<file path="src/rtl/avalon_master_bridge.sv">
// avalon_master_bridge: sequences each CPU step as an optional sized data access
// followed by an instruction fetch on a single Avalon-MM master port.
// Every Avalon-side and CPU-side output is registered.
// Optional build macro AVB_TIMEOUT_EN: abort an access after MAX_WAIT
// waitrequest-high cycles and report it as a bus error.
module avalon_master_bridge #(
    parameter int ADDR_W   = 32,
    parameter int DATA_W   = 32,
    parameter int MAX_WAIT = 255
) (
    input  logic                clk,
    input  logic                reset_n,
    input  logic [ADDR_W-1:0]   instr_address,
    output logic [DATA_W-1:0]   instr_readdata,
    input  logic [ADDR_W-1:0]   data_address,
    input  logic                data_read,
    input  logic                data_write,
    input  logic [1:0]          data_size,
    input  logic [DATA_W-1:0]   data_writedata,
    output logic [DATA_W-1:0]   data_readdata,
    output logic                clk_enable,
    output logic                bus_error,
    output logic [ADDR_W-1:0]   av_address,
    output logic                av_read,
    output logic                av_write,
    input  logic                av_waitrequest,
    output logic [DATA_W-1:0]   av_writedata,
    output logic [DATA_W/8-1:0] av_byteenable,
    input  logic [DATA_W-1:0]   av_readdata
);
    localparam int BE_W = DATA_W / 8;
    localparam int LB   = $clog2(BE_W);

    if ((DATA_W != 32 && DATA_W != 64) || MAX_WAIT < 1) begin : g_bad_param
        $error("avalon_master_bridge: DATA_W must be 32 or 64 and MAX_WAIT at least 1");
    end

    typedef enum logic [1:0] {IDLE, DATA, INSTR, STEP} state_t;
    state_t state_reg, state_next;

    logic [LB-1:0]     lane;
    logic              req_one, req_any, size_ok, misaligned, go_data, skip_err;
    logic              done, timeout_hit, err_pending_reg;
    logic [DATA_W-1:0] rd_extract;
    logic [ADDR_W-1:0] av_address_next;
    logic              av_read_next, av_write_next, clk_enable_next, bus_error_next;
    logic [DATA_W-1:0] av_writedata_next;
    logic [BE_W-1:0]   av_byteenable_next;
    logic              unused_instr_lane;

    // Byte-lane mask covering 2^size bytes starting at lane 0.
    function automatic logic [BE_W-1:0] size_be(input logic [1:0] size);
        logic [BE_W-1:0] m;
        for (int i = 0; i < BE_W; i++) m[i] = (i < (1 << size));
        return m;
    endfunction

    // Bit mask covering 8*2^size data bits starting at bit 0.
    function automatic logic [DATA_W-1:0] size_dmask(input logic [1:0] size);
        logic [DATA_W-1:0] m;
        for (int i = 0; i < DATA_W; i++) m[i] = (i < (8 << size));
        return m;
    endfunction

    // Fetches are always whole bus words, so the low instruction address bits are dropped.
    assign unused_instr_lane = &{1'b0, instr_address[LB-1:0]};

    assign lane       = data_address[LB-1:0];
    assign req_one    = data_read ^ data_write;
    assign req_any    = data_read | data_write;
    assign size_ok    = (data_size != 2'd3) || (DATA_W == 64);
    assign go_data    = req_one && size_ok && !misaligned;
    assign skip_err   = req_any && !go_data;
    assign rd_extract = (av_readdata >> {lane, 3'b000}) & size_dmask(data_size);
    assign done       = !av_waitrequest || timeout_hit;

    // Natural alignment check: the address must be a multiple of the access size.
    always_comb begin
        case (data_size)
            2'd0:    misaligned = 1'b0;
            2'd1:    misaligned = data_address[0];
            2'd2:    misaligned = |data_address[1:0];
            default: misaligned = |data_address[2:0];
        endcase
    end

`ifdef AVB_TIMEOUT_EN
    localparam int WAIT_W = $clog2(MAX_WAIT + 1);
    logic [WAIT_W-1:0] wait_cnt_reg;

    // The abort lands on the edge that ends the MAX_WAIT-th stalled cycle.
    assign timeout_hit = (state_reg == DATA || state_reg == INSTR) && av_waitrequest
                         && (wait_cnt_reg == WAIT_W'(MAX_WAIT - 1));

    // Count stalled cycles; restart at every state change so each access gets a fresh budget.
    always_ff @(posedge clk or negedge reset_n) begin
        if (!reset_n)                     wait_cnt_reg <= '0;
        else if (state_next != state_reg) wait_cnt_reg <= '0;
        else if (av_waitrequest)          wait_cnt_reg <= wait_cnt_reg + 1'b1;
    end
`else
    assign timeout_hit = 1'b0;
`endif

    // State register.
    always_ff @(posedge clk or negedge reset_n) begin
        if (!reset_n) state_reg <= IDLE;
        else          state_reg <= state_next;
    end

    // Next-state decode: optional data access, then fetch, then one advance cycle.
    always_comb begin
        state_next = state_reg;
        case (state_reg)
            IDLE:    state_next = go_data ? DATA : INSTR;
            DATA:    if (done) state_next = INSTR;
            INSTR:   if (done) state_next = STEP;
            default: state_next = IDLE;
        endcase
    end

    // Output decode from the upcoming state, so the registered outputs line up with it.
    always_comb begin
        av_address_next    = '0;
        av_read_next       = 1'b0;
        av_write_next      = 1'b0;
        av_writedata_next  = '0;
        av_byteenable_next = '0;
        clk_enable_next    = (state_next == STEP);
        bus_error_next     = (state_next == STEP) && (err_pending_reg || timeout_hit);
        case (state_next)
            DATA: begin
                av_address_next    = {data_address[ADDR_W-1:LB], {LB{1'b0}}};
                av_read_next       = data_read;
                av_write_next      = data_write;
                av_byteenable_next = size_be(data_size) << lane;
                av_writedata_next  = data_write ? (data_writedata << {lane, 3'b000}) : '0;
            end
            INSTR: begin
                av_address_next    = {instr_address[ADDR_W-1:LB], {LB{1'b0}}};
                av_read_next       = 1'b1;
                av_byteenable_next = '1;
            end
            default: ;
        endcase
    end

    // Output registers, read-data capture and the pending-error flag.
    always_ff @(posedge clk or negedge reset_n) begin
        if (!reset_n) begin
            av_address      <= '0;
            av_read         <= 1'b0;
            av_write        <= 1'b0;
            av_writedata    <= '0;
            av_byteenable   <= '0;
            clk_enable      <= 1'b0;
            bus_error       <= 1'b0;
            data_readdata   <= '0;
            instr_readdata  <= '0;
            err_pending_reg <= 1'b0;
        end else begin
            av_address    <= av_address_next;
            av_read       <= av_read_next;
            av_write      <= av_write_next;
            av_writedata  <= av_writedata_next;
            av_byteenable <= av_byteenable_next;
            clk_enable    <= clk_enable_next;
            bus_error     <= bus_error_next;
            if (state_reg == IDLE && skip_err && data_read)
                data_readdata <= '0;
            if (state_reg == DATA && done && data_read)
                data_readdata <= timeout_hit ? '0 : rd_extract;
            if (state_reg == INSTR && done)
                instr_readdata <= timeout_hit ? '0 : av_readdata;
            if (state_next == STEP)
                err_pending_reg <= 1'b0;
            else if ((state_reg == IDLE && skip_err) || timeout_hit)
                err_pending_reg <= 1'b1;
        end
    end
endmodule

</file>
<file path="config.mk">
export PLATFORM = sky130hd
export DESIGN_NAME = avalon_master_bridge
export DESIGN_NICKNAME = d
export VERILOG_FILES = /design/src/rtl/avalon_master_bridge.sv
export SDC_FILE = /design/constraint.sdc
export NUM_CORES = 1
export LEC_CHECK = 0
export ABC_CLOCK_PERIOD_IN_PS = 2600
export CAP_MARGIN = 20
export CORE_MARGIN = 3
export CORE_UTILIZATION = 40
export DETAILED_ROUTE_END_ITERATION = 7
export PLACE_DENSITY = 0.83
export SLEW_MARGIN = 5
export SYNTH_ARGS = -nofsm -noshare
export SYNTH_HDL_FRONTEND = slang
export SYNTH_SLANG_ARGS = --single-unit
</file>
<file path="constraint.sdc">
create_clock -name clk -period 2.6 [get_ports clk]
set_clock_uncertainty 0.2 [all_clocks]
set_input_delay 0.26 -clock clk [delete_from_list [all_inputs] [get_ports clk]]
set_output_delay 0.26 -clock clk [all_outputs]
set_load 0.1 [all_outputs]
</file>
==> results.md, run 1 <==
* Chip height at 128 um
* Clk slew on worst S/H paths at 0.06 ns
* Worst-Margin Slew at 0.825 ns
* Top cells by count, synth: dfrtp_1, nor2_1, mux2_2, mux2i_1, a22oi_1
* Max transition margin at 0.450
* GP Congestion at 0.817
* First-pass GRT wire length at 29.5 mm
* Avg WL per Cell at 19.8 um
* Max VDD drop at 1.32 mV
* #FFs+latches synth at 137
* CTS tree: yes
* Die ar. at 16,400 sq um
* Ratio of cells with drive above 1 in the final layout at 0.323
* Startpoint types: input port
* Lkg Pwr at 4.36 nW
* Initial core utilization at 0.419
* Setup TNS at 0 ns
* Cell taking the most area after synthesis: dfrtp_1
* Cell variety after synth at 42
* GRT overflow at 0
* CP Data Required Time at 2.74 ns
* Cell with the most instances after synthesis: dfrtp_1
* Crit Path Max Fanout at 8
* Slowest-stage cell, CP: or4b_4
* Total CTS buffers at 17
* Final Critical Period at 2.44 ns
* Die Width at 128 um
* MaxCap Viol Count at 0
* Top Registers: av_writedata: 32 flops, data_readdata: 32 flops, instr_readdata: 32 flops
* Syn. warnings at 0
* Final antenna-violating net count at 0
* Rows at 43
* Final hold violation count at 0
* Area Growth Syn to Fin at 54.7%
* CP arrival at 2.58 ns
* IO Pins at 271
* Pre-CTS setup slack at -0.590 ns
* Clock buffer depth at 2
* Grt met2 use at 0.402
* Post-route setup slack at 0.156 ns
* IO buf count at 266
* Avg Cell Area, Syn at 12.2 sq um
* Insertion delay to the later sink of the worst-skew pair at 0.41 ns
* Largest net degree at the start of global routing at 64
* Crit path kind: input port to flip-flop
* Max Fclk at 0.409 GHz
* Clock sink count at 137
* Crit path cell chain: dlygate4sd2_1 -> inv_8 -> ha_4 -> or4b_4 -> o21a_1 -> a221oi_2 -> ha_2 -> buf_4 -> o311ai_0 -> a21oi_1
* Routed wire length at 18.9 mm
* Post-Syn Instances at 488
* HPWL Detailed at 13.8 mm
* Synthesized cell area at 5950 sq um
* Unrepaired setup endpoints after global routing: false
* Period utilization at 0.940
* Peak per-stage delay on the critical path at 0.45 ns
* DR DRC count at 0
* Top Usage Layer GRT: met2
* Initial antenna violation count at 0
* ANT cells at 0
* Pwr Density at 1450 nW/um^2
* Fillers at 1,060
* Met3 Use GR at 0.0779
* H-tree depth at 4
* DRT Pass-1 Iters at 4
* Number of synthesized flops with an enable pin at 0
* Global Route Usage Sum at 0.231
* Outcome: complete, no violations
* Crit end category: flip-flop
* Post-synth ARST share at 1.00
* Core Box Area at 14,200 sq um
* Clock Tree Root: clkbuf_16
* Routed vias/inst at 5.39
* Vias in the first global route at 5,545
* Synth area leaders: dfrtp_1, mux2_2, mux2i_1
* Count of final setup violators at 0
* Main synth FF type: dfrtp_1
* Initial DRC count at 274
* Final nets at 902
* Register area share after synthesis at 0.576
* Met1 Use GR at 0.267
* Min-delay worst type: input port to asynchronous set/reset pin
* Final Core Density at 0.649
* Synth top area share at 0.576
* Slew Viols, Final at 0
* Routed via count at 5,143
==> report_power, final <==
group,leakage [nW],switching [mW],internal [mW]
Combinational,2.27,5.92,1.85
Sequential,1.80,0.348,2.78
Clock,0.284,0.930,1.51
Total,4.36,7.19,6.14
==> path summary, 6_finish.rpt <==
check | startpoint | to | slack (ns) | cells after the start
worst max-delay path | data_read | av_byteenable[1] | 0.16 | 10
worst min-delay path | reset_n | instr_readdata[18] | 0.17 | 2
worst max register to register | state_reg[0] | data_readdata[20] | 0.40 | 4
worst min register to register | err_pending_reg | bus_error | 0.30 | 1
max in group asynchronous | reset_n | instr_readdata[0] | 1.30 | 3
min in group clk | data_address[1] | err_pending_reg | 0.26 | 5
==> area by class of cell <==
class | count | area, sq um | share of cell area
flip-flops and latches | 137 | 3430 | 0.372
repair buffers | 296 | 2590 | 0.282
multi-input cells | 305 | 2330 | 0.253
clock buffers | 18 | 429 | 0.0466
well taps | 180 | 225 | 0.0244
clock inverters | 13 | 166 | 0.0181
inverters | 6 | 35.0 | 0.00380
==> critical path: cells and delay by family <==
| kind | cells | cell delay [ns] |
|---|---|---|
| and+or+nand+nor | 1 | 0.45 |
| adders and majority gates | 2 | 0.55 |
| AOI/OAI and AO/OA | 4 | 0.80 |
| buffers and inverters | 3 | 0.53 |
==> timing repair <==
item,in CTS,in global routing
endpoints found under the hold margin,50,0
buffers inserted,1,0
hold buffers,1,0
endpoints found under the setup margin,51,0
resized for setup,3,0
==> metal layers <==
layer	part of all wire	routed length (um)
met5	0	0
met4	0.020	378
met3	0.091	1720
met2	0.52	9750
met1	0.37	7050
==> metrics by stage <==
stage                     hold slack, ns  power, mW  std cells  cell area, sq um
after floorplan                   -0.236       9.00        489              6010
after global placement            0.0421       10.8        922              8600
after detailed placement          0.0529       10.9        922              8600
after CTS                          0.177       13.4        955              9210
after global routing               0.195       13.8        955              9210
final                              0.165       13.3        955              9210
==> placed cells by master, fill, tap and decap left out, types with 4 or more instances in the layout <==
cell type / instances
a211oi_1: 16
a21oi_1: 6
a22oi_1: 30
a2bb2oi_1: 16
a32o_1: 8
and2_1: 10
buf_12: 4
buf_4: 159
clkbuf_16: 17
clkdlybuf4s50_1: 127
dfrtp_1: 137
inv_1: 4
inv_6: 6
mux2_2: 40
mux2i_1: 40
nand2_1: 26
nor2_1: 48
nor2b_1: 10
o22ai_1: 22
==> cells by family after synthesis <==
family | Yosys count | share of synthesized area
flops | 137 | 0.576
fa+ha+maj | 4 | 0.00841
simple gates | 105 | 0.0859
other cells | 1 | 0.000630
compound gates | 114 | 0.147
mux | 80 | 0.143
buf+inv | 47 | 0.0397
Note: power is estimated with default switching activity, not from simulation.
==> run 2, diff against run 1 <==
--- a/config.mk
+++ b/config.mk
@@ -5,7 +5,7 @@
 export SDC_FILE = /design/constraint.sdc
 export NUM_CORES = 1
 export LEC_CHECK = 0
-export ABC_CLOCK_PERIOD_IN_PS = 2600
+export ABC_CLOCK_PERIOD_IN_PS = 2500
 export CAP_MARGIN = 20
 export CORE_MARGIN = 3
 export CORE_UTILIZATION = 40
==> constraint.sdc (replaced) <==
create_clock -name clk -period 2.5 [get_ports clk]
set_clock_uncertainty 0.2 [all_clocks]
set_input_delay 0.25 -clock clk [delete_from_list [all_inputs] [get_ports clk]]
set_output_delay 0.25 -clock clk [all_outputs]
set_load 0.1 [all_outputs]
==> run 2 against run 1 <==
Net effect:
- hold slack got worse by 0.048 ns
- wire length fell by 0.52%
- non-clock buffer count fell by 2
- via count fell by 0.68%
- combinational power rose by 3.9%
- sequential power rose by 4%
- global-route usage fell by 0.46 points
==> results.md, run 2 (synthesized netlist as in run 1, its figures left out) <==
* Rows at 43 (unchanged)
* Initial DRC count at 226 (-18%)
* Cells after DPL at 921 (-0.11%)
* Worst-Margin Slew at 0.810 ns (-0.0152 ns)
* Insertion delay to the later sink of the worst-skew pair at 0.41 ns (about the same)
* FF-to-FF path depth at 3 (-1)
* Routed wire length at 18.8 mm (-0.52%)
* IO Pins at 271 (unchanged)
* H-tree depth at 4 (unchanged)
* GRT overflow at 0 (unchanged)
* Lkg Pwr at 4.38 nW (+0.52%)
* Startpoint types: input port
* Die ar. at 16,400 sq um (unchanged)
* Crit path kind: input port to flip-flop
* Outcome: complete, no violations
* CTS tree: yes
* Initial core utilization at 0.419 (unchanged)
* Clock buffer depth at 2 (unchanged)
* Total CTS buffers at 17 (unchanged)
* Clock sink count at 137 (unchanged)
* Final Core Density at 0.652 (+0.00370)
* Count of final setup violators at 0 (unchanged)
* Worst Setup SP: data_size[0]
* Crit Path Max Fanout at 21 (+13)
* DR top layer: met4
* Met2 wire len at 9.55 mm (-2.1%)
* Clk slew on worst S/H paths at 0.06 ns (about the same)
* Slew Viols, Final at 0 (unchanged)
* Worst hold stages at 4
* Total power at 14.1 mW (+6.1%)
* Final antenna-violating net count at 0 (unchanged)
* Vias in the first global route at 5,456 (-1.6%)
* DR DRC count at 0 (unchanged)
* CP arrival at 2.51 ns (-0.07 ns)
* Post-CTS Setup Bufs at 0 (-1)
* Commonest non-fill, non-tap cell in the layout: buf_4
* Die Width at 128 um (unchanged)
* Area Growth Syn to Fin at 55.6%
* Final Critical Period at 2.37 ns
* Largest net degree at the start of global routing at 64 (unchanged)
* Initial antenna violation count at 0 (unchanged)
* Top Registers: av_writedata: 32 flops, data_readdata: 32 flops, instr_readdata: 32 flops
* Metal-1 WL at 7.01 mm (-0.67%)
* Routed via count at 5,108 (-0.68%)
* Chip height at 128 um (unchanged)
* Final nets at 900 (-0.22%)
* GP Congestion at 0.867 (+6.1%)
* CP Data Required Time at 2.64 ns (-0.10 ns)
* Reg2reg start: state_reg[0]
* Max VDD drop at 1.22 mV (-7.6%)
* Unrepaired setup endpoints after global routing: false
* Met3 wire length at 1.77 mm (+2.8%)
* Max Fclk at 0.421 GHz
* Routed vias/inst at 5.35 (-0.58%)
* Most frequent cells in the layout: buf_4, dfrtp_1, clkdlybuf4s50_1, nor2_1
* Global Route Usage Sum at 0.226 (-0.00457)
* Avg WL per Cell at 19.7 um (-0.42%)
* Final hold violation count at 0 (unchanged)
* Min-delay worst type: input port to flip-flop
* Period utilization at 0.949
* Fillers at 1,060 (unchanged)
* Hold Crit Start: data_write
* DRT Pass-1 Iters at 5 (+1)
* Max transition margin at 0.460 (+0.0101)
* ANT cells at 0 (unchanged)
* First-pass GRT wire length at 28.7 mm (-2.9%)
* Hold WS at 0.117 ns (-0.0480 ns)
* HPWL Detailed at 13.6 mm (-1.5%)
* Clock Tree Root: clkbuf_16
* Pwr Density at 1530 nW/um^2 (+5.5%)
* IO buf count at 266 (unchanged)
* Ratio of cells with drive above 1 in the final layout at 0.326 (+0.00300)
* MaxCap Viol Count at 0 (unchanged)
* Crit end category: flip-flop
* Core Box Area at 14,200 sq um (unchanged)
* Non-filler cells, final at 954 (-0.10%)
## run 2: changes by cell type in the layout (fill, tap and decap cells not counted)
cell | before | now
inv_6 | 6 | 2
o31ai_1 | 1 | 0
clkinv_2 | 2 | 1
buf_4 | 159 | 157
clkbuf_2 | 0 | 2
dlygate4sd2_1 | 2 | 0
nor2_4 | 1 | 0
bufinv_16 | 3 | 5
clkbuf_8 | 0 | 4
nor2_2 | 0 | 1
o31ai_2 | 0 | 1
## run 2: path summary, 6_finish.rpt
kind                                           end  slack, ns
worst min register to register           bus_error       0.29
min in group asynchronous        instr_readdata[8]       0.18
max in group asynchronous       instr_readdata[21]       1.07
worst max register to register   data_readdata[12]       0.34
worst max-delay path                av_address[27]       0.13
worst min-delay path                      av_write       0.12
## run 2: critical path: stages
cell	delay [ns]
clkdlybuf4s50_1	0.44
or4b_4	0.55
o21a_1	0.18
a221oi_2	0.29
ha_2	0.26
buf_4	0.26
a22oi_1	0.13
nor2_1	0.14
## run 2: per-stage QoR
step,instance area (sq um),setup WS [ns],TNS (ns)
after global placement,8590,-0.595,-35.06
after floorplan,6020,-0.136,-1.15
after global routing,9260,0.0104,0
after detailed placement,8590,-0.666,-42.68
final,9260,0.127,0
after CTS,9270,0.0537,0
## run 2: per-layer routing
metal	vias to the layer above	global-route usage
met5	-	0
met4	0	0.0930
met1	2504	0.252
met2	260	0.394
li1	2307	-
met3	37	0.0788
## run 2: layout make-up
type	instances	area, sq um	area share
Timing Repair Buffer	294	2570	0.278
Sequential cell	137	3430	0.370
Clock inverter	10	186	0.0201
Tap cell	180	225	0.0243
Multi-Input combinational cell	305	2330	0.252
Clock buffer	22	484	0.0523
Inverter	6	35.0	0.00378
## run 2: power by group
group | switching (mW) | internal, mW | leakage, nW | total (mW)
combinational | 6.15 | 1.92 | 2.26 | 8.07
clock | 0.942 | 1.88 | 0.319 | 2.82
sequential | 0.362 | 2.89 | 1.80 | 3.25
## run 2: repair_timing
action,in CTS,in global routing
gates cloned,0,0
hold buffers,1,0
endpoints found under the setup margin,67,34
pin swaps,0,2
resized for setup,2,5
endpoints found under the hold margin,61,0
